### src/rtl/wb_decoder.sv
// Wishbone classic single-master address decoder and response multiplexer.
// Routes one master to N slaves and raises err for unmapped addresses and unacknowledged cycles.
module wb_decoder #(
   parameter int unsigned              N_SLAVES   = 3,
   parameter logic [32*N_SLAVES-1:0]   BASE_ADDRS = {32'h3000_0000, 32'h2000_0000, 32'h1000_0000},
   parameter logic [32*N_SLAVES-1:0]   SIZES      = {32'h0000_1000, 32'h0000_4000, 32'h0020_0000},
   parameter int unsigned              TIMEOUT    = 255
) (
   input  logic                       clk_i,
   input  logic                       rst_i,
   input  logic                       m_cyc_i,
   input  logic                       m_stb_i,
   input  logic                       m_we_i,
   input  logic [31:0]                m_adr_i,
   input  logic [3:0]                 m_sel_i,
   input  logic [31:0]                m_dat_i,
   output logic [31:0]                m_dat_o,
   output logic                       m_ack_o,
   output logic                       m_err_o,
   output logic                       m_rty_o,
   output logic [N_SLAVES-1:0]        s_cyc_o,
   output logic [N_SLAVES-1:0]        s_stb_o,
   output logic                       s_we_o,
   output logic [31:0]                s_adr_o,
   output logic [3:0]                 s_sel_o,
   output logic [31:0]                s_dat_o,
   input  logic [32*N_SLAVES-1:0]     s_dat_i,
   input  logic [N_SLAVES-1:0]        s_ack_i,
   input  logic [N_SLAVES-1:0]        s_err_i,
   input  logic [N_SLAVES-1:0]        s_rty_i
);

   localparam int unsigned IDX_W  = (N_SLAVES > 1) ? $clog2(N_SLAVES) : 1;
   localparam int unsigned WD_RAW = $clog2(64'(TIMEOUT) + 64'd1);
   localparam int unsigned WDOG_W = (WD_RAW < 8) ? 8 : ((WD_RAW > 32) ? 32 : WD_RAW);

   typedef enum logic [1:0] {
      IDLE   = 2'd0,
      ACTIVE = 2'd1,
      ERR    = 2'd2,
      TOUT   = 2'd3
   } state_t;

   state_t              state;
   logic [IDX_W-1:0]    sel_idx;
   logic [WDOG_W-1:0]   wdog;

   logic                hit;
   logic [IDX_W-1:0]    hit_idx;
   logic [N_SLAVES-1:0] sel_onehot;
   logic                sel_ack;
   logic                sel_err;
   logic                sel_rty;
   logic [31:0]         sel_dat;
   logic                sel_resp;

   // Window test done in 33 bits so a window ending at 4 GiB does not wrap.
   function automatic logic in_window(input logic [31:0] adr,
                                      input logic [31:0] base,
                                      input logic [31:0] size);
      logic [32:0] a;
      logic [32:0] lo;
      logic [32:0] hi;
      a  = {1'b0, adr};
      lo = {1'b0, base};
      hi = lo + {1'b0, size};
      return (a >= lo) && (a < hi);
   endfunction

   // Address decode; scanning downwards lets the lowest index win on overlap.
   always_comb begin
      hit     = 1'b0;
      hit_idx = '0;
      for (int i = int'(N_SLAVES) - 1; i >= 0; i--) begin
         if (in_window(m_adr_i, BASE_ADDRS[32*i +: 32], SIZES[32*i +: 32])) begin
            hit     = 1'b1;
            hit_idx = IDX_W'(i);
         end
      end
   end

   // Pick the registered slave's response lines.
   always_comb begin
      sel_onehot = '0;
      sel_ack    = 1'b0;
      sel_err    = 1'b0;
      sel_rty    = 1'b0;
      sel_dat    = '0;
      for (int i = 0; i < int'(N_SLAVES); i++) begin
         if (sel_idx == IDX_W'(i)) begin
            sel_onehot[i] = 1'b1;
            sel_ack       = s_ack_i[i];
            sel_err       = s_err_i[i];
            sel_rty       = s_rty_i[i];
            sel_dat       = s_dat_i[32*i +: 32];
         end
      end
   end

   assign sel_resp = sel_ack | sel_err | sel_rty;

   // Control FSM, watchdog and latched broadcast fields.
   always_ff @(posedge clk_i or posedge rst_i) begin
      if (rst_i) begin
         state   <= IDLE;
         sel_idx <= '0;
         wdog    <= '0;
         s_we_o  <= 1'b0;
         s_adr_o <= '0;
         s_sel_o <= '0;
         s_dat_o <= '0;
      end else begin
         case (state)
            IDLE: begin
               if (m_cyc_i && m_stb_i) begin
                  sel_idx <= hit_idx;
                  s_we_o  <= m_we_i;
                  s_adr_o <= m_adr_i;
                  s_sel_o <= m_sel_i;
                  s_dat_o <= m_dat_i;
                  wdog    <= '0;
                  state   <= hit ? ACTIVE : ERR;
               end
            end
            ACTIVE: begin
               if (!m_cyc_i || sel_resp) begin
                  state <= IDLE;
               end else if ((TIMEOUT != 0) && (wdog == WDOG_W'(TIMEOUT))) begin
                  state <= TOUT;
               end else begin
                  wdog <= wdog + WDOG_W'(1);
               end
            end
            ERR:     state <= IDLE;
            TOUT:    state <= IDLE;
            default: state <= IDLE;
         endcase
      end
   end

   // Strobes and master responses decode from state; an aborted cycle drops them at once.
   always_comb begin
      s_cyc_o = '0;
      s_stb_o = '0;
      m_ack_o = 1'b0;
      m_err_o = 1'b0;
      m_rty_o = 1'b0;
      m_dat_o = '0;
      case (state)
         ACTIVE: begin
            m_dat_o = sel_dat;
            if (m_cyc_i) begin
               s_cyc_o = sel_onehot;
               s_stb_o = sel_onehot;
               m_err_o = sel_err;
               m_rty_o = sel_rty & ~sel_err;
               m_ack_o = sel_ack & ~sel_err & ~sel_rty;
            end
         end
         ERR:     m_err_o = 1'b1;
         TOUT:    m_err_o = 1'b1;
         default: ;
      endcase
   end

endmodule

### config.mk
export PLATFORM = sky130hd
export DESIGN_NAME = wb_decoder
export DESIGN_NICKNAME = d
export VERILOG_FILES = /design/src/rtl/wb_decoder.sv
export SDC_FILE = /design/constraint.sdc
export NUM_CORES = 1
export LEC_CHECK = 0
export BUFFER_PORTS_ARGS = -buffer_cell sky130_fd_sc_hd__buf_2
export CORE_ASPECT_RATIO = 0.9
export CORE_MARGIN = 5
export CORE_UTILIZATION = 38
export DETAILED_ROUTE_END_ITERATION = 10
export PLACE_DENSITY = 0.77
export SLEW_MARGIN = 40
export SYNTH_ARGS = -nofsm -noshare
export SYNTH_HDL_FRONTEND = slang
export SYNTH_SLANG_ARGS = --single-unit
### constraint.sdc
create_clock -name clk_i -period 2 [get_ports clk_i]
set_input_delay 0.1 -clock clk_i [delete_from_list [all_inputs] [get_ports clk_i]]
set_output_delay 0.1 -clock clk_i [all_outputs]
set_load 0.1 [all_outputs]
* After elaboration in Yosys (flattened, before gate mapping) *
Cells that the tools add are included.

word-level totals
  flip-flop bits (word level) = 81
  input bits = 178
  output and inout port bits = 110
  word-level logic and storage cells = 83

operators by class
  add/subtract/negate cells = 1
  $lt $le $gt $ge = 6
  eq/ne operators = 10
  mux-type cells = 39
  bitwise operators = 7
  reduce and logical (&&, ||, !) cells = 13

operator list
  kind                                                                                   count
  32-bit two-way mux                                                                     4
  32-bit by 30-bit greater-or-equal comparator with 1-bit output, second input constant  2
  32-bit by 30-bit less-than comparator with 1-bit output, second input constant         2
  32-bit by 29-bit greater-or-equal comparator with 1-bit output, second input constant  1
  32-bit by 29-bit less-than comparator with 1-bit output, second input constant         1
  8-bit two-way mux                                                                      3
  1-bit two-way mux                                                                      20
  8-bit case mux with 2 select lines                                                     1
  2-bit two-way mux                                                                      7
  8-bit by 1-bit adder with 8-bit output, second input constant                          1
  8-bit equality test, second input constant                                             1
  2-bit equality test, second input constant                                             3
  3-bit two-way mux                                                                      2
  2-bit inequality test, second input constant                                           3
  2-bit case mux with 3 select lines                                                     1
  2-bit by 1-bit equality test with 1-bit output, second input constant                  2
  1-bit logical AND                                                                      4
  2-bit logical NOT                                                                      2
  2-bit AND reduction                                                                    2
  4-bit AND reduction                                                                    1
  1-bit AND                                                                              3
  3-bit inequality test, second input constant                                           1
  1-bit NOT                                                                              2
  1-bit OR                                                                               2
  other kinds (5)                                                                        5

* Longest topological paths before layout *
Gate-level depths: netlist of run 1.

  word-level depth = 9
  gate-level depth with buffers = 8
  mapped depth without buffers = 6

* Least setup slack after synthesis of run 1 *
OpenSTA, ideal clock, no wires.

  path kind = flip-flop to output port
  from = register sel_idx[0]
  to = output port m_ack_o
  arrival = 3.809 ns
  slack = -1.909 ns
  cell stages (with the launch flop) = 5
  buffers on the path = 2
  cells stage by stage = dfrtp_1 > buf_6 > clkbuf_8 > o22a_2 > nor4_1

between the ends
  cells in the longest elaborated chain, start to end = 9

ends and longest elaborated chain
  what                             line  text
  start: declaration               45    logic [IDX_W-1:0] sel_idx;
  start signal: assignment         116   sel_idx <= hit_idx;
  2-bit logical NOT                90    if (sel_idx == IDX_W'(i)) begin
  1-bit two-way mux (3 in series)  90
  1-bit NOT                        157   m_ack_o = sel_ack & ~sel_err & ~sel_rty;
  1-bit AND                        157
  1-bit AND *                      157
  1-bit two-way mux *              152   if (m_cyc_i) begin
  1-bit two-way mux *              149   case (state)
  end: declaration                 18    output logic m_ack_o,

Every way passes the cells marked *; elsewhere a longest branch is shown, timed or not.

* Worst setup path in the final report of run 1 *
Same ends and word-level chain as after synthesis.

==> flow_results.org, run 1 <==
** Floorplan
- The die is 111 um tall.
- For this configuration, the core starts out at a cell density of 39.2%.
- The die covers 0.0135 sq mm.
- In this run the horizontal extent of the chip is 122 um.
- After floorplanning, the core was sized to cover around 0.011 sq mm.
- The floorplan has 36 rows.
- For this design the top-level I/O count stands at 288.

** Critical path
- At the worst endpoint, the required time is 1.90 ns.
- Path type of the worst setup path :: flip-flop to output port
- Path depth of the worst reg2reg path :: 6
- Peak fanout along the critical path :: 7
- R2r endpoint :: wdog[6]$_DFFE_PP0P_
- Reg2reg setup slack :: 0.07 ns
- For this run, the slowest stage of the critical path takes 0.49 ns.
- STA classifies the critical path endpoint as an output port.
- Traced cell by cell, the critical path runs through mux2i_1, o22a_2, buf_6, nor4_4, buf_12.
- Arrival time at the worst endpoint :: about 1.9 ns
- The startpoint identified for the worst register-to-register timing path is wdog[0]$_DFFE_PP0P_.
- Worst-path cell with the longest stage delay :: dfrtp_2
- Type of origin of the critical path :: flip-flop

** Detailed routing
- Once detail routing completed, the nets flagged for antenna violations numbered 0.
- Dividing the detail-routed via count by the number of cells gives about 4.9.
- Summing over every cut layer, the via total after detailed routing is 5,111.
- Initial DRC Count :: 295
- After detailed routing, the total wire length is 17,700 um.
- Dividing the detail-routed wire length by the instance count gives 17.1 um.
- The first TritonRoute pass finished after 5 iterations.
- Number of remaining DRC errors :: 0

** Clock tree
- Buffers inserted during clock tree synthesis total 9.
- Clock latency on the worst-skew pair, taken at its later pin, is 0.32 ns.
- For this design, the sink count on the clock tree is 81.
- In this run the clock root is driven by a clkbuf_16.
- Clock transition at the register clock pins on the worst setup and hold paths after CTS :: 0.06 ns
- CTS H-tree depth :: 3
- In this run the deepest clock path goes through 2 buffers.
- TritonCTS built the clock tree.

** Timing
- Worst hold-check slack :: 0.0200 ns
- Tightest slew margin relative to the limit :: just over 60%
- The final number of hold-violating endpoints was 0.
- Fraction of the cycle the final worst path needs :: 98.3%
- Timing would allow up to 509 MHz.
- Summed over all failing endpoints, the final setup total negative slack is 0 ns.
- Measured slew at the worst slew-check pin :: 0.591 ns
- Number of setup violations in the final report :: 0
- The max-slew violation count was 0.
- Setup repair after global routing could not meet its margin everywhere.
- Worst Clk Skew :: 0.00372 ns
- Post-route minimum period :: 1.97 ns

** Pwr
- Across the VDD grid, the largest voltage drop is 0.000796 V.
- Dividing total power by cell area gives a power density of 798 mW/mm^2.
- Switching power share of the total :: 46.1%
- In this run, flip-flops and latches consume 31.6% of the power.
- Switch Pwr :: 2.88 mW
- Cell Int Power :: 3.37 mW
- Per report_power, the clock group accounts for 27.2% of the total.
- Combinational group share of total power :: 41.2%
- Summed over all cells, the static leakage comes to 3.95 nW.

** Layout
- P&R area growth vs syn :: 82.5%
- Registers take 0.00203 sq mm.
- Summing all multi-input logic gate instances after layout gives approximately 0.0023 sq mm.
- Commonest cells after routing, fill and taps aside :: 246 x buf_2, 211 x nand2_1, 80 x dfrtp_1, 67 x dlygate4sd3_1, 45 x buf_12
- Final net count :: 1,056
- Share of layout cells above drive strength 1 :: a little over two fifths
- After filler insertion, the fill cell instance count of the layout stands at 755.
- Leaving out fill and tap cells, the most frequent cell in the layout is buf_2.

** Global route
- Global routing used approximately 46% of the available met2 tracks.
- Entering global routing, the biggest net connects 48 pins.
- For met3 alone, demand over resource in global routing was 7.40%.
- Combined global-route utilization of all metal layers :: 25.8%
- Wire length of the first global-routing pass :: 28,000 um
- Met1 demand-to-capacity share in global routing :: 28.8%
- Global routing finished with a remaining overflow of 0.
- The number of antenna violations at the first check in global routing came to 1.
- The global routing stage identified its most utilized layer as met2.
- Vias in the first global route :: 5,523

** Synth
- Synthesis handed over a netlist of 528 instances.
- The average instance in the mapped netlist occupies 8.13 sq um.
- Share of the yosys chip area belonging to registers :: 47.2%
- In this run, synthesis produced a sequential element count of 81.
- For this run, asynchronously set or reset flops after synthesis account for 100%.
- Number of nets produced by synthesis :: 707
- In the synthesized netlist the dominant register cell turns out to be dfrtp_1.
- Number of distinct standard cells referenced by the synthesized netlist :: 50
- Post-synth EDFFs :: 0
- Synthesis warning total :: 0
- After synthesis the cells add up to 0.00429 sq mm.

** Job
- Count of maximum capacitance violations :: 0

** Place
- Buffers placed on the I/O ports in this run total 287.
- HPWL after detailed placement :: 11,900 um
- Gp weighted congestion :: a little under 0.9

** Min path
- Startpoint of the worst hold path :: m_adr_i[24]
- The path with the worst hold slack has its endpoint at s_adr_o[24]$_DFFE_PP0P_.
- The path class of the tightest hold or removal check is input pin to flip-flop.
- Worst hold stages :: 3

** Run status
- The flow ran to the end, and the final reports show no timing, DRC or antenna violations.
==> Yosys cell counts, drive strengths merged, types with 4 or more instances <==
master	count	area share, %
a21oi	34	4.1
buf	25	3.6
clkbuf	13	1.4
dfrtp	81	47
inv	4	0.35
mux2i	38	8.9
nand2	211	18
nand3	4	0.47
nor2	69	6.1
nor3	4	0.47
nor4	4	0.58
==> sequential cells by signal, indices dropped and copies added, names as in the netlist <==
name and flops:
s_sel_o 4, s_adr_o 32, state 2, sel_idx 2, s_we_o 1, wdog 8, s_dat_o 32
==> routing by layer <==
| metal | routed length, um | part of all wire (%) | up-vias |
|---|---|---|---|
| li1 | - | - | 2411 |
| met1 | 6270 | 35 | 2400 |
| met2 | 9100 | 51 | 256 |
| met3 | 1750 | 9.9 | 44 |
| met4 | 546 | 3.1 | 0 |
| met5 | 0 | 0 | - |
==> worst max path at each step <==
stage / start / slack [ns] / endpoint
2_1_floorplan: sel_idx[0]$_DFFE_PP0P_ / -0.41 / m_dat_o[2]
3_3_place_gp: wdog[0]$_DFFE_PP0P_ / 0.07 / wdog[6]$_DFFE_PP0P_
3_5_place_dp: wdog[0]$_DFFE_PP0P_ / 0.03 / wdog[6]$_DFFE_PP0P_
4_1_cts: wdog[0]$_DFFE_PP0P_ / 0.004 / wdog[6]$_DFFE_PP0P_
5_1_grt: sel_idx[0]$_DFFE_PP0P_ / -0.09 / m_dat_o[10]
6_report: sel_idx[0]$_DFFE_PP0P_ / 0.03 / m_ack_o
==> power by group through the flow <==
stage | Clock, mW | Combinational [mW] | Sequential [mW]
2_1_floorplan | 0 | 0.336 | 3.54
4_1_cts | 1.73 | 2.54 | 1.96
3_3_place_gp | 0 | 2.41 | 1.98
3_5_place_dp | 0 | 2.44 | 1.98
5_1_grt | 1.79 | 2.68 | 2.00
6_report | 1.70 | 2.58 | 1.97
==> cell families (layout without fill, tap and decap cells) <==
kind of cell               after synthesis  count (layout)  share of synthesized area, %
buffers and inverters                   42             396                          5.34
AOI/OAI and AO/OA                       56              56                          8.63
muxes                                   39              39                          9.13
and+or+nand+nor                        309             309                          29.4
DFF                                     81              81                          47.2
adders and majority gates                1               1                         0.292
other                                    0               1                             0
==> through the flow <==
step / worst slack (ns) / util (%) / cell area [sq um] / std cells / power (mW)
final: 0.0338 / 71.5 / 7830 / 1035 / 6.25
after global routing: -0.0903 / 71.5 / 7830 / 1035 / 6.47
after CTS: 0.00422 / 71.1 / 7790 / 1034 / 6.22
after detailed placement: 0.0301 / 61.8 / 6760 / 949 / 4.42
after global placement: 0.0734 / 61.8 / 6760 / 949 / 4.39
after floorplan: -0.415 / - / 4570 / 528 / 3.88
==> cell type report <==
cell class	count	area share, %
timing repair buffer	376	38.0
multi-input combinational	405	29.4
clock buffer	10	3.05
tap	152	2.43
inverter	4	0.240
clock inverter	6	0.943
sequential	81	25.9
antenna	1	0.0320
==> worst max-delay path, delay by kind of cell, from the launching register on <==
family          cells  cell delay, ns
buf+inv             2            0.35
compound gates      1            0.24
flops               1            0.49
mux                 1            0.14
simple gates        1            0.31
==> repair_timing <==
action,CTS,global route
gates resized for setup,1,11
hold buffers,67,0
hold endpoints to repair,89,0
buffers inserted,1,0
cloned,1,0
setup endpoints to repair,3,28
pin swaps,1,0
Power figures use the tool's default switching activity.
==> run 2: changes to the inputs <==
--- a/config.mk
+++ b/config.mk
@@ -6,11 +6,15 @@
 export NUM_CORES = 1
 export LEC_CHECK = 0
 export BUFFER_PORTS_ARGS = -buffer_cell sky130_fd_sc_hd__buf_2
+export CAP_MARGIN = 15
+export CELL_PAD_IN_SITES_DETAIL_PLACEMENT = 0
+export CELL_PAD_IN_SITES_GLOBAL_PLACEMENT = 2
 export CORE_ASPECT_RATIO = 0.9
 export CORE_MARGIN = 5
-export CORE_UTILIZATION = 38
+export CORE_UTILIZATION = 19
 export DETAILED_ROUTE_END_ITERATION = 10
-export PLACE_DENSITY = 0.77
+export PLACE_DENSITY_LB_ADDON = 0.1
+export SETUP_SLACK_MARGIN = 0.4
 export SLEW_MARGIN = 40
 export SYNTH_ARGS = -nofsm -noshare
 export SYNTH_HDL_FRONTEND = slang
==> run 2 against run 1 <==
Count of clock-buffer cells in the layout fell by 1; non-clock buffer count rose by 38; first-iteration DRC count fell by 56%; cell count rose by 17%; sequential cell count did not move; design area rose by 18%; via count rose by 0.65%; worst hold slack improved by 0.054 ns; setup slack got worse by 0.0065 ns; wire length rose by 17%; fmax fell by 0.33%; total power rose by 0.65%.
==> flow_results.org, run 2 (same netlist as run 1, synthesis figures left out) <==
** Clock tree
- Clock transition at the register clock pins on the worst setup and hold paths after CTS :: 0.06 ns (about the same)
- The clock network latency to the later pin of the worst-skew pair is 0.34 ns (+0.02 ns).
- Total clock sinks :: 81 (unchanged)
- The H-tree level count is 3 (unchanged).
- Number of buffers created by CTS :: 9 (unchanged)
- Root cell of the clock tree :: clkbuf_16
- The maximum count of clock buffers along a single path was 2 (unchanged).
- CTS tree :: yes

** Timing
- The setup-violating endpoint count in the final report was 0 (unchanged).
- Final Max Slew Viols :: 0 (unchanged)
- Post-route minimum period :: 1.97 ns (+0.00647 ns)
- Post-route setup TNS :: 0 ns (unchanged)
- Measured slew at the worst slew-check pin :: 0.521 ns (-0.0697 ns)
- The fmax is 507 MHz (-0.33%).
- The final number of hold-violating endpoints was 0 (unchanged).
- Setup repair after global routing could not meet its margin everywhere.
- Worst Clk Skew :: 0.00842 ns (+0.00469 ns)
- Tightest slew margin relative to the limit :: 65.0% (+4.4 points)
- The share of the clock period used by the worst path was 98.6% (+0.32 points).

** Critical path
- Peak fanout along the critical path :: 8 (+1)
- Worst path required time :: 1.90 ns (about the same)
- The cell depth of the worst flop-to-flop path came to 8 (+2).
- Arrival time at the worst endpoint :: 1.87 ns (about the same)
- The worst setup path is launched from a flip-flop.
- The critical path is of the flip-flop to output port type.
- STA classifies the critical path endpoint as an output port.
- The register-to-register setup slack was 0.16 ns (+0.09 ns).

** Layout
- The share of final-layout standard cells stronger than drive strength 1 is 58.9% (+16 points).
- Final net count :: 1,095 (+3.7%)
- Diode insertion count for antenna repair :: 0 (-1)
- P&R area growth vs syn :: 116%
- In the layout the commonest cells are 246 x buf_2, 124 x nand2_1, 78 x dfrtp_1, 68 x dlygate4sd3_1, 58 x nand2_2.
- The library cell used most frequently in the layout, excluding fill and tap cells, is buf_2.
- The largest registers in the layout are s_adr_o: 32 flops, s_dat_o: 32 flops, wdog: 8 flops.
- The share of the core filled with cells was 41.3% (-30 points).

** Place
- The quantity of I/O buffers inserted on ports was 287 (unchanged).
- The final weighted congestion in routability-driven placement was 0.840 (-4.6%).
- The half-perimeter wire length of the detailed placement result came to 13,000 um (+8.8%).

** Min path
- Worst hold stages :: 2 (-1)
- Type of the most critical hold path :: input pin to flip-flop

** Detailed routing
- Initial DRC Count :: 131 (-56%)
- The number of design rule violations left after detail routing came to 0 (unchanged).
- The detailed-route vias per instance is 4.23 (-14%).
- The routed wire length came to 20,700 um (+17%).
- Count of antenna-violating nets left after detailed routing :: 0 (unchanged)
- The iteration count of the initial detailed-routing pass came to 4 (-1).
- The via count was 5,144 (+0.65%).
- The per-cell routed wire length is 17.0 um (-0.14%).

** Global route
- Vias in the first global route :: 5,019 (-9.1%)
- Combined global-route utilization of all metal layers :: 13.3% (-13 points)
- The number of antenna violations at the first check in global routing was 0 (-1).
- Wire length of the first global-routing pass :: 27,400 um (-2.2%)
- The total congestion overflow was 0 (unchanged).
- Maximum number of pins on one net before global-route repair :: 82 (+71%)

** Floorplan
- I/O pins :: 288 (unchanged)
- Row cnt :: 52 (+44%)
- Die width :: 168 um (+38%)
- The overall die height came to 153 um (+38%).
- The initial core utilization was 19.2% (-20 points).
- The die area was 0.0257 sq mm (+90%).
- The core area was 0.0224 sq mm (+100%).

** Job
- Count of maximum capacitance violations :: 0 (unchanged)

** Pwr
- Leakage power figure :: 4.47 nW (+13%)
- The peak supply drop is 0.000451 V (-43%).
- The total power divided by cell area is 680 mW/mm^2 (-15%).

** Run status
- The flow ran to the end, and the final reports show no timing, DRC or antenna violations.
==> run 2: changes by cell type in the layout (fill, tap and decap cells not counted), moves of 7 or more <==
cell	change
nand2_1	-87
nand2_2	+58
nand2_4	+29
a21oi_1	-20
nor2_4	+12
a21oi_2	+11
buf_6	+11
clkbuf_16	+11
a21oi_4	+9
buf_4	+7
nor2_1	-7
==> run 2: timing repair <==
item / 4_1_cts / 5_1_grt
endpoints found under the setup margin: 117 / 120
hold buffers: 68 / 0
pin swaps: 5 / 99
cloned: 1 / 18
resized for setup: 24 / 178
setup buffers: 6 / 17
hold endpoints to repair: 148 / 0
==> run 2: cell type report <==
cell class                      count  area, sq um
Fill cell                        2277        13100
Timing Repair Buffer              414         3590
Multi-Input combinational cell    406         2980
Sequential cell                    81         2030
Tap cell                          297          372
Clock buffer                        9          225
Clock inverter                      5         33.8
Inverter                            4         18.8
==> run 2: stage by stage <==
| stage | std cells | total power [mW] | hold slack [ns] | area [sq um] | setup WS [ns] |
|---|---|---|---|---|---|
| floorplan | 528 | 3.89 | 0.205 | 4720 | -0.0801 |
| global placement | 1092 | 4.44 | 0.274 | 7030 | 0.0615 |
| detailed placement | 1092 | 4.45 | 0.277 | 7030 | 0.0357 |
| CTS | 1181 | 6.13 | 0.0470 | 8120 | 0.0129 |
| global route | 1216 | 6.56 | 0.0646 | 9250 | -0.0476 |
| finish | 1216 | 6.29 | 0.0745 | 9250 | 0.0273 |
==> run 2: worst paths after layout <==
kind	start	to
max	sel_idx[0]$_DFFE_PP0P_	m_dat_o[8]
min	m_adr_i[28]	sel_idx[1]$_DFFE_PP0P_
max reg2reg	sel_idx[0]$_DFFE_PP0P_	wdog[0]$_DFFE_PP0P_
min reg2reg	s_dat_o[31]$_DFFE_PP0P_	s_dat_o[31]$_DFFE_PP0P_
max in group asynchronous	rst_i	state[0]$_DFFE_PP0P_
min in group asynchronous	rst_i	s_adr_o[14]$_DFFE_PP0P_
==> run 2: where the power goes <==
| group | switching, mW | internal (mW) |
|---|---|---|
| logic | 2.17 | 0.636 |
| clock network | 0.680 | 0.827 |
| registers | 0.129 | 1.85 |
| total | 2.98 | 3.31 |
==> run 2: worst max-delay path: stages (launching register included) <==
cell and delay [ns]:
dfrtp_2 0.46, buf_4 0.16, nor2b_4 0.12, buf_12 0.13, buf_4 0.12, clkbuf_16 0.15
a21oi_1 0.10, nor2_4 0.11, buf_12 0.18
==> run 2: routing by layer <==
metal / GRT usage [%] / routed length (um) / share of wire (%) / up-vias
li1: - / - / - / 2502
met1: 15.9 / 8530 / 41 / 2426
met2: 22.5 / 10300 / 50 / 201
met3: 4.44 / 1670 / 8.1 / 15
met4: 4.02 / 252 / 1.2 / 0
met5: 0 / 0 / 0 / -
